**config.mk**
```make
export PLATFORM = sky130hd
export DESIGN_NAME = serial_frame_rx
export DESIGN_NICKNAME = d
export VERILOG_FILES = /design/src/rtl/serial_frame_rx.sv
export SDC_FILE = /design/constraint.sdc
export NUM_CORES = 1
export LEC_CHECK = 0
export CORE_MARGIN = 2
export CORE_UTILIZATION = 25
export DETAILED_ROUTE_END_ITERATION = 8
export PLACE_DENSITY = 0.46
export SLEW_MARGIN = 40
export SYNTH_ARGS = -nofsm -noshare
export SYNTH_HDL_FRONTEND = slang
export SYNTH_SLANG_ARGS = --single-unit
```
**constraint.sdc**
```tcl
create_clock -name clk -period 1.3 [get_ports clk]
set_input_delay 0.195 -clock clk [delete_from_list [all_inputs] [get_ports clk]]
set_output_delay 0.195 -clock clk [all_outputs]
set_load 0.01 [all_outputs]
```
**src/rtl/serial_frame_rx.sv**
```systemverilog
// Framed serial receiver: start bit, DATA_W data bits LSB first, even parity, stop bit.
// Completed words sit in a one-entry valid/ready output buffer.
module serial_frame_rx #(
  parameter int DATA_W = 8
) (
  input  logic              clk,
  input  logic              rst,
  input  logic              serial_in,
  input  logic              out_ready,
  output logic [DATA_W-1:0] out_data,
  output logic              out_valid,
  output logic              out_perr,
  output logic              frame_err,
  output logic              overrun,
  output logic              busy
);
  localparam int CW = $clog2(DATA_W);
  localparam logic [CW-1:0] LAST = CW'(DATA_W - 1);

  localparam logic [1:0] S_IDLE   = 2'd0;
  localparam logic [1:0] S_DATA   = 2'd1;
  localparam logic [1:0] S_PARITY = 2'd2;
  localparam logic [1:0] S_STOP   = 2'd3;

  logic [1:0]        state_q, state_d;
  logic [CW-1:0]     bit_cnt_q, bit_cnt_d;
  logic [DATA_W-1:0] shift_q, shift_d;
  logic              perr_q, perr_d;
  logic [DATA_W-1:0] data_q, data_d;
  logic              valid_q, valid_d;
  logic              operr_q, operr_d;
  logic              fe_q, fe_d;
  logic              ov_q, ov_d;

  always_comb begin
    state_d   = state_q;
    bit_cnt_d = bit_cnt_q;
    shift_d   = shift_q;
    perr_d    = perr_q;
    data_d    = data_q;
    // An accepted word frees the buffer unless a commit reloads it below.
    valid_d   = valid_q & ~out_ready;
    operr_d   = operr_q;
    fe_d      = 1'b0;
    ov_d      = 1'b0;
    case (state_q)
      S_IDLE: begin
        if (serial_in) begin
          state_d   = S_DATA;
          bit_cnt_d = '0;
        end
      end
      S_DATA: begin
        shift_d[bit_cnt_q] = serial_in;
        bit_cnt_d          = bit_cnt_q + CW'(1);
        if (bit_cnt_q == LAST) state_d = S_PARITY;
      end
      S_PARITY: begin
        perr_d  = (^shift_q) ^ serial_in;
        state_d = S_STOP;
      end
      S_STOP: begin
        state_d = S_IDLE;
        if (serial_in) begin
          fe_d = 1'b1;
        end else if (!valid_q || out_ready) begin
          data_d  = shift_q;
          operr_d = perr_q;
          valid_d = 1'b1;
        end else begin
          ov_d = 1'b1;
        end
      end
      default: state_d = S_IDLE;
    endcase
  end

  always_ff @(posedge clk) begin
    if (rst) begin
      state_q   <= S_IDLE;
      bit_cnt_q <= '0;
      shift_q   <= '0;
      perr_q    <= 1'b0;
      data_q    <= '0;
      valid_q   <= 1'b0;
      operr_q   <= 1'b0;
      fe_q      <= 1'b0;
      ov_q      <= 1'b0;
    end else begin
      state_q   <= state_d;
      bit_cnt_q <= bit_cnt_d;
      shift_q   <= shift_d;
      perr_q    <= perr_d;
      data_q    <= data_d;
      valid_q   <= valid_d;
      operr_q   <= operr_d;
      fe_q      <= fe_d;
      ov_q      <= ov_d;
    end
  end

  assign out_data  = data_q;
  assign out_valid = valid_q;
  assign out_perr  = operr_q;
  assign frame_err = fe_q;
  assign overrun   = ov_q;
  assign busy      = (state_q != S_IDLE);
endmodule

```
==> summary.md, run 1 <==
| Metric | Value |
|---|---|
| TritonCTS Buffers | `3` |
| Top cell family by delay on the critical path | `flip-flops` |
| Critical-path cell with the highest stage delay | `dfxtp_2` |
| H-tree levels | `1` |
| CTS tree | `built` |
| Synth Area in Compound Gates | `5.04%` |
| Total power | `0.00261 W` |
| Post-layout min period | `around 1300 ps` |
| Worst-path fanout max | `3` |
| Die ar. | `approximately 5300 µm²` |
| Largest net degree at the start of global routing | `16` |
| Final core occ | `a little under two fifths` |
| GRT Total Usage | `10.7%` |
| Violated checks | `negative setup slack` |
| Vias in the first global route | `just over 900` |
| DP Wirelength | `approximately 1800 µm` |
| Syn. warnings | `0` |
| Max-cap viol count | `0` |
| Die Width | `roughly 73 µm` |
| DRT antenna net count | `0` |
| GP Congestion | `just under 0.7` |
| Starting Density | `25.6%` |
| CP peak stage delay | `360 ps` |
| Crit path launch type | `flip-flop` |
| Core area | `between 4000 and 5000 µm²` |
| Drt first pass iters | `4` |
| Vias after detailed routing | `just over 900` |
| Met3 WL | `50 µm` |
| Wirelength, routed | `between 2000 and 3000 µm` |
| Cell Area, Synth | `~1200 µm²` |
| Layout cells sized above 1 | `between 20% and 30%` |
| Gr ovfl total | `0` |
| Nature of the critical path endpoint | `primary output` |
| Fin Hold WS | `255 ps` |
| Final setup fails | `7` |
| First-pass GRT wire length | `approximately 4300 µm` |
| PnR worst setup slack | `-19.5 ps` |
| Endpoints failing hold | `0` |
| Achievable Freq | `roughly 760 MHz` |
| Clock latency on the worst-skew pair | `approximately 270 ps` |
| Setup_tns | `-51.0 ps` |
| Row Count | `25` |
| Synthesized net count | `approximately 130` |
| Post-Syn Instances | `around 120` |
| Cell taking the most area after synthesis | `dfxtp_1` |
| Slew @ Worst Pin | `approximately 220 ps` |
| Post-synth top flop | `dfxtp_1` |
| Slew headroom | `a little under nine tenths` |
| Lkg Pwr | `~0.77 nW` |
| Sequential-to-total area share from yosys stat | `between 40% and 50%` |
| Buf/Inv on CP | `3` |
| Violation count after the first detailed-route iteration | `35` |
| Port buffer count | `16` |
| Initial antenna violation count | `0` |
| Die Y-Extent | `73.0 µm` |
| Area after DPL | `approximately 1600 µm²` |
| Metal-1 WL | `approximately 1200 µm` |
| Area Growth Syn to Fin | `45.0%` |
| Nets | `170` |
| Largest family of logic cells by synthesized area | `simple AND/OR/NAND/NOR gates` |
| Final slew viol count | `0` |
| Most numerous cell in the Yosys netlist | `dfxtp_1` |
| Via density | `4.33` |
| Worst vdd ir | `0.626 mV` |
| Max Used Layer | `met4` |
| Fin crit share | `102%` |
| Worst clock skew | `around 4.5 ps` |
| Synth cell count leaders | `26 x dfxtp_1, 24 x nor2_1, 18 x mux2i_1, 7 x ha_1` |
| Post-synthesis register bit count | `26` |
| XOR/XNOR Fraction of Synth Area | `5.57%` |
| Detailed-route wire length per cell | `between 10 and 15 µm` |
| Post-Synth Simple-Gate Area | `18.7%` |
| Clock transition at path regs | `90 ps` |
| Worst Path Required | `about 1100 ps` |
| CP cell instances | `inv_2, ha_4, inv_1, clkdlybuf4s15_2` |
| Syn_area_per_cell | `approximately 9.8 µm²` |
| Status | `finished, violations left` |
| Hold crit path type | `primary input to flip-flop` |
| IO Count | `17` |
| Fin area | `approximately 1700 µm²` |
| ANT cells | `0` |
| PwrDens | `1510 nW/µm²` |
| Met2 wire len | `about 1300 µm` |
| Deepest clock path buffer count | `2` |
| Multiplexer share of the synthesized area | `approximately 15%` |
| Post-synth EDFFs | `0` |
| Crit path kind | `flip-flop to primary output` |
| Ranking of synthesized cells by area | `dfxtp_1 44%, mux2i_1 15%, nor2_1 7.6%` |
| Clock root cell | `clkbuf_8` |
| Yosys cell types | `27` |
| Residual DRC | `0` |
| Clock Sink Count | `26` |
| Post-synth top area share | `between 40% and 50%` |
| Async SR Flop Fraction | `0%` |
| Adder-cell share of the synthesized area | `roughly 7.4%` |
| Data arrival, critical path | `1120 ps` |
| RSZ-0062 raised after global routing | `true` |
[metal layers]
layer	track usage (%)	vias to the layer above
met4	4.94	0
met2	17.1	8
met3	2.49	4
li1	-	479
met5	0	-
met1	13.4	428
[kinds of logic after synthesis]
family,after synthesis
muxes,18
AOI/OAI and AO/OA,8
buffers and inverters,12
DFF,26
and+or+nand+nor,45
adders and majority gates,7
xor gates and xnor gates,6
[metrics by stage]
stage	std cells	worst slack, ps
after CTS	210	-33.2
after detailed placement	203	-251
after floorplan	122	7.05
final	212	-19.5
after global routing	212	-108
after global placement	203	-217
[path summary, 6_finish.rpt]
check	start	endpoint	slack (ps)	cells after the start
worst min-delay path	serial_in	frame_err	260	2
worst max-delay path	state_q[1]	busy	-20	4
worst min register to register	out_data[3]	out_data[3]	490	2
worst max register to register	state_q[0]	state_q[1]	-20	6
[flip-flops by register name, summed over array words and instances (netlist names)]
name	flops
shift_q	8
bit_cnt_q	3
out_valid	1
frame_err	1
perr_q	1
overrun	1
out_perr	1
out_data	8
state_q	2
[placed cells by master (no fill, tap or decap), drive strengths merged, types with 2 or more instances in the layout]
cell type      Yosys  final
nand3b             2      2
nand2              3      3
mux2i             18     18
nor3               2      2
nor2              24     24
xnor2              3      3
clkbuf             5      4
a21oi              2      2
clkdlybuf4s50      0      2
nand2b             5      5
buf                3     24
nor2b              2      2
nor3b              2      2
xor2               2      2
ha                 7      7
dfxtp             26     26
nand4b             2      2
a32oi              2      2
dlygate4sd2        0     12
inv                4      4
[report_power, final]
part	total [W]	internal [W]	switching, W
clock	0.000522	0.000271	0.000251
sequential	0.000934	0.000878	0.0000561
combinational	0.00116	0.000636	0.000523
[repair_timing]
item	CTS	global route
setup endpoints to repair	36	24
gates cloned	1	0
setup buffers	2	2
gates resized for setup	30	11
hold buffers	0	0
pin swaps	1	9
[cell type report]
type	count	area, µm²
Fill cell	468	2930
Multi-Input combinational cell	84	709
Sequential cell	26	528
Timing Repair Buffer	40	352
Tap cell	54	67.6
Clock buffer	4	55.1
Inverter	4	15.0
No activity file was read; power rests on OpenSTA's default activity.
==> inputs of run 2 (changes only) <==
Settings changed: CELL_PAD_IN_SITES_DETAIL_PLACEMENT set to 1, CELL_PAD_IN_SITES_GLOBAL_PLACEMENT set to 1, PLACE_DENSITY 0.46 to 0.56.
==> run 2 against run 1 <==
  * The flow still finishes with violations (negative setup slack)
  * Sequential power is 1% higher
  * Hold slack gained 240 ps
  * Global-route usage up 0.89 points
  * Fmax up 0.22%
  * Count of clock-buffer cells in the layout is the same
  * Die area unchanged
  * Flip-flop and latch count did not move
  * Final area is 1.1% higher
  * Wire length rose by 6.2%
  * Critical path type is now flip-flop to flip-flop
  * Critical endpoint is now out_data[0]
  * Largest power group unchanged
  * Highest routed layer unchanged
==> summary.md, run 2 (synthesis results as in run 1) <==
| Metric | Value |
|---|---|
| PnR worst setup slack | `-16.6 ps` |
| IO Count | `17` |
| Setup_tns | `-28.0 ps` |
| Residual DRC | `0` |
| H-tree levels | `1` |
| Violated checks | `negative setup slack` |
| Die ar. | `around 5300 µm²` |
| CTS tree | `built` |
| Crit path launch type | `flip-flop` |
| Row Count | `25` |
| Lkg Pwr | `about 0.76 nW` |
| Worst vdd ir | `approximately 0.4 mV` |
| Buf/Inv on CP | `2` |
| Area Growth Syn to Fin | `46.5%` |
| Worst clock skew | `around 4.6 ps` |
| Fin area | `approximately 1700 µm²` |
| CP cell instances | `buf_6, ha_4, nand2b_4, nor2b_4, buf_6, mux2i_1, nor2_1` |
| Top cell family by delay on the critical path | `flip-flops` |
| Die Width | `roughly 73 µm` |
| Achievable Freq | `about 760 MHz` |
| First-pass GRT wire length | `between 4000 and 5000 µm` |
| Clock transition at path regs | `around 90 ps` |
| Clock latency on the worst-skew pair | `~280 ps` |
| Via density | `~4.5` |
| Reg area | `approximately 530 µm²` |
| Most common cell after layout, fill and taps aside | `nor2_1` |
| Deepest clock path buffer count | `2` |
| Nature of the critical path endpoint | `flip-flop` |
| GR Util met3 | `under 10%` |
| Crit-path most repeated cell | `buf_6` |
| DP Worst Slack | `-256 ps` |
| Total power | `between 0.002 and 0.003 W` |
| Post-layout min period | `roughly 1300 ps` |
| DRT antenna net count | `0` |
| Most Crowded Layer GR | `met2` |
| ANT cells | `0` |
| Endpoints failing hold | `0` |
| Core area | `approximately 4700 µm²` |
| Port buffer count | `16` |
| Critical-path cell with the highest stage delay | `dfxtp_2` |
| Met1 Track Usage GR | `14.0%` |
| Hold crit path type | `flip-flop to flip-flop` |
| Worst Path Required | `between 1000 and 1500 ps` |
| Drt first pass iters | `2` |
| Violation count after the first detailed-route iteration | `21` |
| PwrDens | `1500 nW/µm²` |
| Slew headroom | `about 85%` |
| Starting Density | `25.6%` |
| Area occupied by multi-input gates | `roughly 750 µm²` |
| Most frequent cells in the layout | `24 x nor2_1, 22 x dfxtp_1, 19 x buf_4` |
| Nets | `169` |
| Initial antenna violation count | `0` |
| Fin crit share | `101%` |
| Cts hold-fix bufs | `0` |
| Area after DPL | `between 1500 and 2000 µm²` |
| Detailed-route wire length per cell | `~13 µm` |
| DP Wirelength | `~2000 µm` |
| Final slew viol count | `0` |
| Vias in the first global route | `about 1000` |
| Wirelength, routed | `2770 µm` |
| Status | `finished, violations left` |
| Die Y-Extent | `73.0 µm` |
| Met2 usage | `19.6%` |
| Max-cap viol count | `0` |
| RSZ-0062 raised after global routing | `true` |
| Vias after detailed routing | `960` |
| GRT Total Usage | `around 12%` |
| Crit path kind | `flip-flop to flip-flop` |
| TritonCTS Buffers | `3` |
| Worst-path fanout max | `5` |
| GP Congestion | `~0.69` |
| Slew @ Worst Pin | `~220 ps` |
| Layout cells sized above 1 | `between 30 and 40%` |
| Data arrival, critical path | `about 1500 ps` |
| Largest net degree at the start of global routing | `16` |
| Gr ovfl total | `0` |
| Clock root cell | `clkbuf_8` |
| CP peak stage delay | `360 ps` |
| Clock Sink Count | `26` |
| Final setup fails | `4` |
| Fill cells | `between 500 and 600` |
| Fin Hold WS | `around 500 ps` |
run 2: cell types whose count changed in the layout (fill, tap and decap cells not counted), sizes merged:
| cell | change |
|---|---|
| clkdlybuf4s15 | -1 |
| dlymetal6s2s | -1 |
| clkdlybuf4s50 | +1 |
run 2: area by class of cell:
cell class | instances | area share (%)
Clock buffer | 4 | 3.15
Tap cell | 54 | 3.87
Multi-Input combinational cell | 84 | 42.8
Timing Repair Buffer | 39 | 18.8
Inverter | 4 | 1.00
Sequential cell | 26 | 30.4
run 2: worst reg2reg max path, cell delays in order, from the launching register on:
cell and delay, ps:
dfxtp_2 360, buf_6 120, ha_4 140, nand2b_4 60
nor2b_4 140, buf_6 150, mux2i_1 200, nor2_1 50
run 2: final timing paths:
path,start,end,slack [ps],cells after the start
worst max-delay path,state_q[0],out_data[0],-20,7
worst min-delay path,out_data[5],out_data[5],500,2
worst max register to register,state_q[0],out_data[0],-20,7
worst min register to register,out_data[5],out_data[5],500,2
run 2: power by group:
| group | switching, W | internal (W) |
|---|---|---|
| Sequential | 0.0000686 | 0.000879 |
| Combinational | 0.000539 | 0.000599 |
| Clock | 0.000265 | 0.000271 |
run 2: what timing repair did:
item                       CTS  global route
setup endpoints to repair   35            20
pin swaps                    4             9
gates cloned                 1             0
gates resized for setup     35            11
setup buffers                2             0
run 2: routing by layer:
metal  share of wire (%)  routed length [µm]
met5                   0                   0
met4                 2.1                  59
met3                 2.5                  68
met2                  50                1380
met1                  46                1270
run 2: per-stage QoR:
| stage | std cells | util, % |
|---|---|---|
| final | 211 | 37.4 |
| after global routing | 211 | 37.4 |
| after CTS | 211 | 36.5 |
| after detailed placement | 204 | 33.4 |
| after global placement | 204 | 33.4 |
| after floorplan | 122 | - |
==> inputs of run 3 (changes only) <==
Settings changed: CORE_UTILIZATION 25 to 36, GPL_TIMING_DRIVEN set to 0, PLACE_DENSITY 0.56 to 0.75, SLEW_MARGIN 40 to not set.
==> run 3 against run 2 <==
  * The run still ends with negative setup slack left
  * Die area fell by 29%
  * Combinational power increased by 7%
  * Sequential power down 2%
  * Wire length up 1.4%
  * Fmax shrank 5.7%
  * Largest power group unchanged
==> summary.md, run 3 (synthesis results as in run 1) <==
| Metric | Value |
|---|---|
| Worst R2R Path Depth | `6` |
| PnR worst setup slack | `-96.0 ps` |
| Reg2reg start | `state_q[0]` |
| Slew @ Worst Pin | `roughly 510 ps` |
| Row Count | `20` |
| Vias in the first global route | `roughly 970` |
| Residual DRC | `0` |
| Deepest clock path buffer count | `2` |
| Hold depth | `2` |
| Status | `finished, violations left` |
| Worst vdd ir | `around 0.65 mV` |
| Worst Path Required | `between 1500 and 2000 ps` |
| Die Y-Extent | `roughly 60 µm` |
| Data arrival, critical path | `1620 ps` |
| Hold Path Sink | `out_valid` |
| Hold Crit Start | `rst` |
| First-pass GRT wire length | `4740 µm` |
| Reg-to-reg setup timing slack | `-100 ps` |
| ANT cells | `0` |
| Clock Sink Count | `26` |
| GRT Total Usage | `approximately 17%` |
| Vias after detailed routing | `roughly 950` |
| Layout cells sized above 1 | `roughly a third` |
| TritonCTS Buffers | `3` |
| Violation count after the first detailed-route iteration | `6` |
| Endpoints failing hold | `0` |
| Clock root cell | `clkbuf_4` |
| Clock latency on the worst-skew pair | `330 ps` |
| Wirelength, routed | `2810 µm` |
| Most common cell after layout, fill and taps aside | `nor2_1` |
| Hold crit path type | `primary input to flip-flop` |
| Area Growth Syn to Fin | `41.9%` |
| Nets | `between 150 and 200` |
| Die ar. | `3780 µm²` |
| Detailed-route wire length per cell | `between 10 and 15 µm` |
| Initial antenna violation count | `0` |
| DP Wirelength | `roughly 1800 µm` |
| Gr ovfl total | `0` |
| Final slew viol count | `0` |
| Clock transition at path regs | `140 ps` |
| Via density | `about 4.8` |
| Port buffer count | `15` |
| Starting Density | `between 30% and 40%` |
| Crit path kind | `flip-flop to flip-flop` |
| Fin crit share | `107%` |
| Max-cap viol count | `0` |
| Final setup fails | `22` |
| DP Worst Slack | `-314 ps` |
| IO Count | `17` |
| Drt first pass iters | `4` |
| Setup_tns | `-1310 ps` |
| Violated checks | `negative setup slack` |
| DRT antenna net count | `0` |
| Largest net degree at the start of global routing | `15` |
| H-tree levels | `1` |
| Worst clock skew | `just over 8 ps` |
| Nature of the critical path endpoint | `flip-flop` |
| Reg2reg end | `state_q[1]` |
| RSZ-0062 raised after global routing | `true` |
| Post-layout min period | `about 1400 ps` |
| CTS tree | `built` |
| Slew headroom | `between 60% and 70%` |
| Crit path launch type | `flip-flop` |
| GP Congestion | `between 0.6 and 0.7` |
| Worst-path fanout max | `6` |
| PwrDens | `approximately 1500 nW/µm²` |
| Most frequent cells in the layout | `23 x nor2_1, 18 x dfxtp_1, 16 x mux2i_1` |
| Core area | `3100 µm²` |
| Achievable Freq | `a little over 700 MHz` |
| Die Width | `approximately 62 µm` |
| Lkg Pwr | `about 0.73 nW` |
==> run 3: cell types whose count changed in the layout (fill, tap and decap cells not counted), sizes merged <==
cell,before,now
clkbuf,4,9
buf,24,16
clkdlybuf4s50,3,2
==> run 3: layout make-up <==
cell class	instances	area, µm²
plain buffers	8	51.3
clock buffers	4	36.3
fillers	365	1410
inverters	4	17.5
multi-input cells	84	759
flip-flops and latches	26	533
well taps	44	55.1
repair buffers	27	238
==> run 3: worst max-delay path by stage <==
stage,from,endpoint,slack (ps),cells after the start
finish,state_q[0],state_q[1],-100,6
global route,state_q[0],shift_q[1],-190,7
CTS,state_q[0],shift_q[1],-130,7
detailed placement,serial_in,out_data[1],-310,6
global placement,serial_in,perr_q,-290,6
floorplan,state_q[0],state_q[1],7,6
==> run 3: timing repair <==
action,4_1_cts,5_1_grt
setup buffers,7,5
resized for setup,36,21
hold buffers,0,0
cloned,1,0
pin swaps,4,10
endpoints found under the setup margin,32,24
==> run 3: power breakdown <==
group | internal [W] | total, W | switching, W
Sequential | 0.000874 | 0.000930 | 0.0000562
Combinational | 0.000609 | 0.00122 | 0.000606
Clock | 0.000172 | 0.000421 | 0.000249
Total | 0.00165 | 0.00257 | 0.000912
==> run 3: worst max-delay path, stage by stage, from the launching register on <==
cell and delay, ps:
dfxtp_2 360, buf_6 130, ha_4 150, buf_6 130
a21boi_4 180, mux2i_2 270, nor2_1 70
==> run 3: routing by layer <==
metal / share of wire, % / wire [µm] / vias to the layer above / global-route usage (%)
met3: 2.4 / 68 / 3 / 2.94
met2: 51 / 1420 / 14 / 28.3
met4: 1.4 / 38 / 0 / 5.78
li1: - / - / 471 / -
met1: 46 / 1280 / 465 / 22.7
met5: 0 / 0 / - / 0
==> run 3: stage by stage <==
step           hold slack (ps)  util, %  area (µm²)  power (W)  std cells
2_1_floorplan              396        -        1220    0.00148        122
3_3_place_gp               474     46.1        1430    0.00164        181
3_5_place_dp               481     46.1        1430    0.00168        181
4_1_cts                    279     51.0        1580    0.00231        193
5_1_grt                    326     54.5        1690    0.00275        197
6_report                   315     54.5        1690    0.00257        197
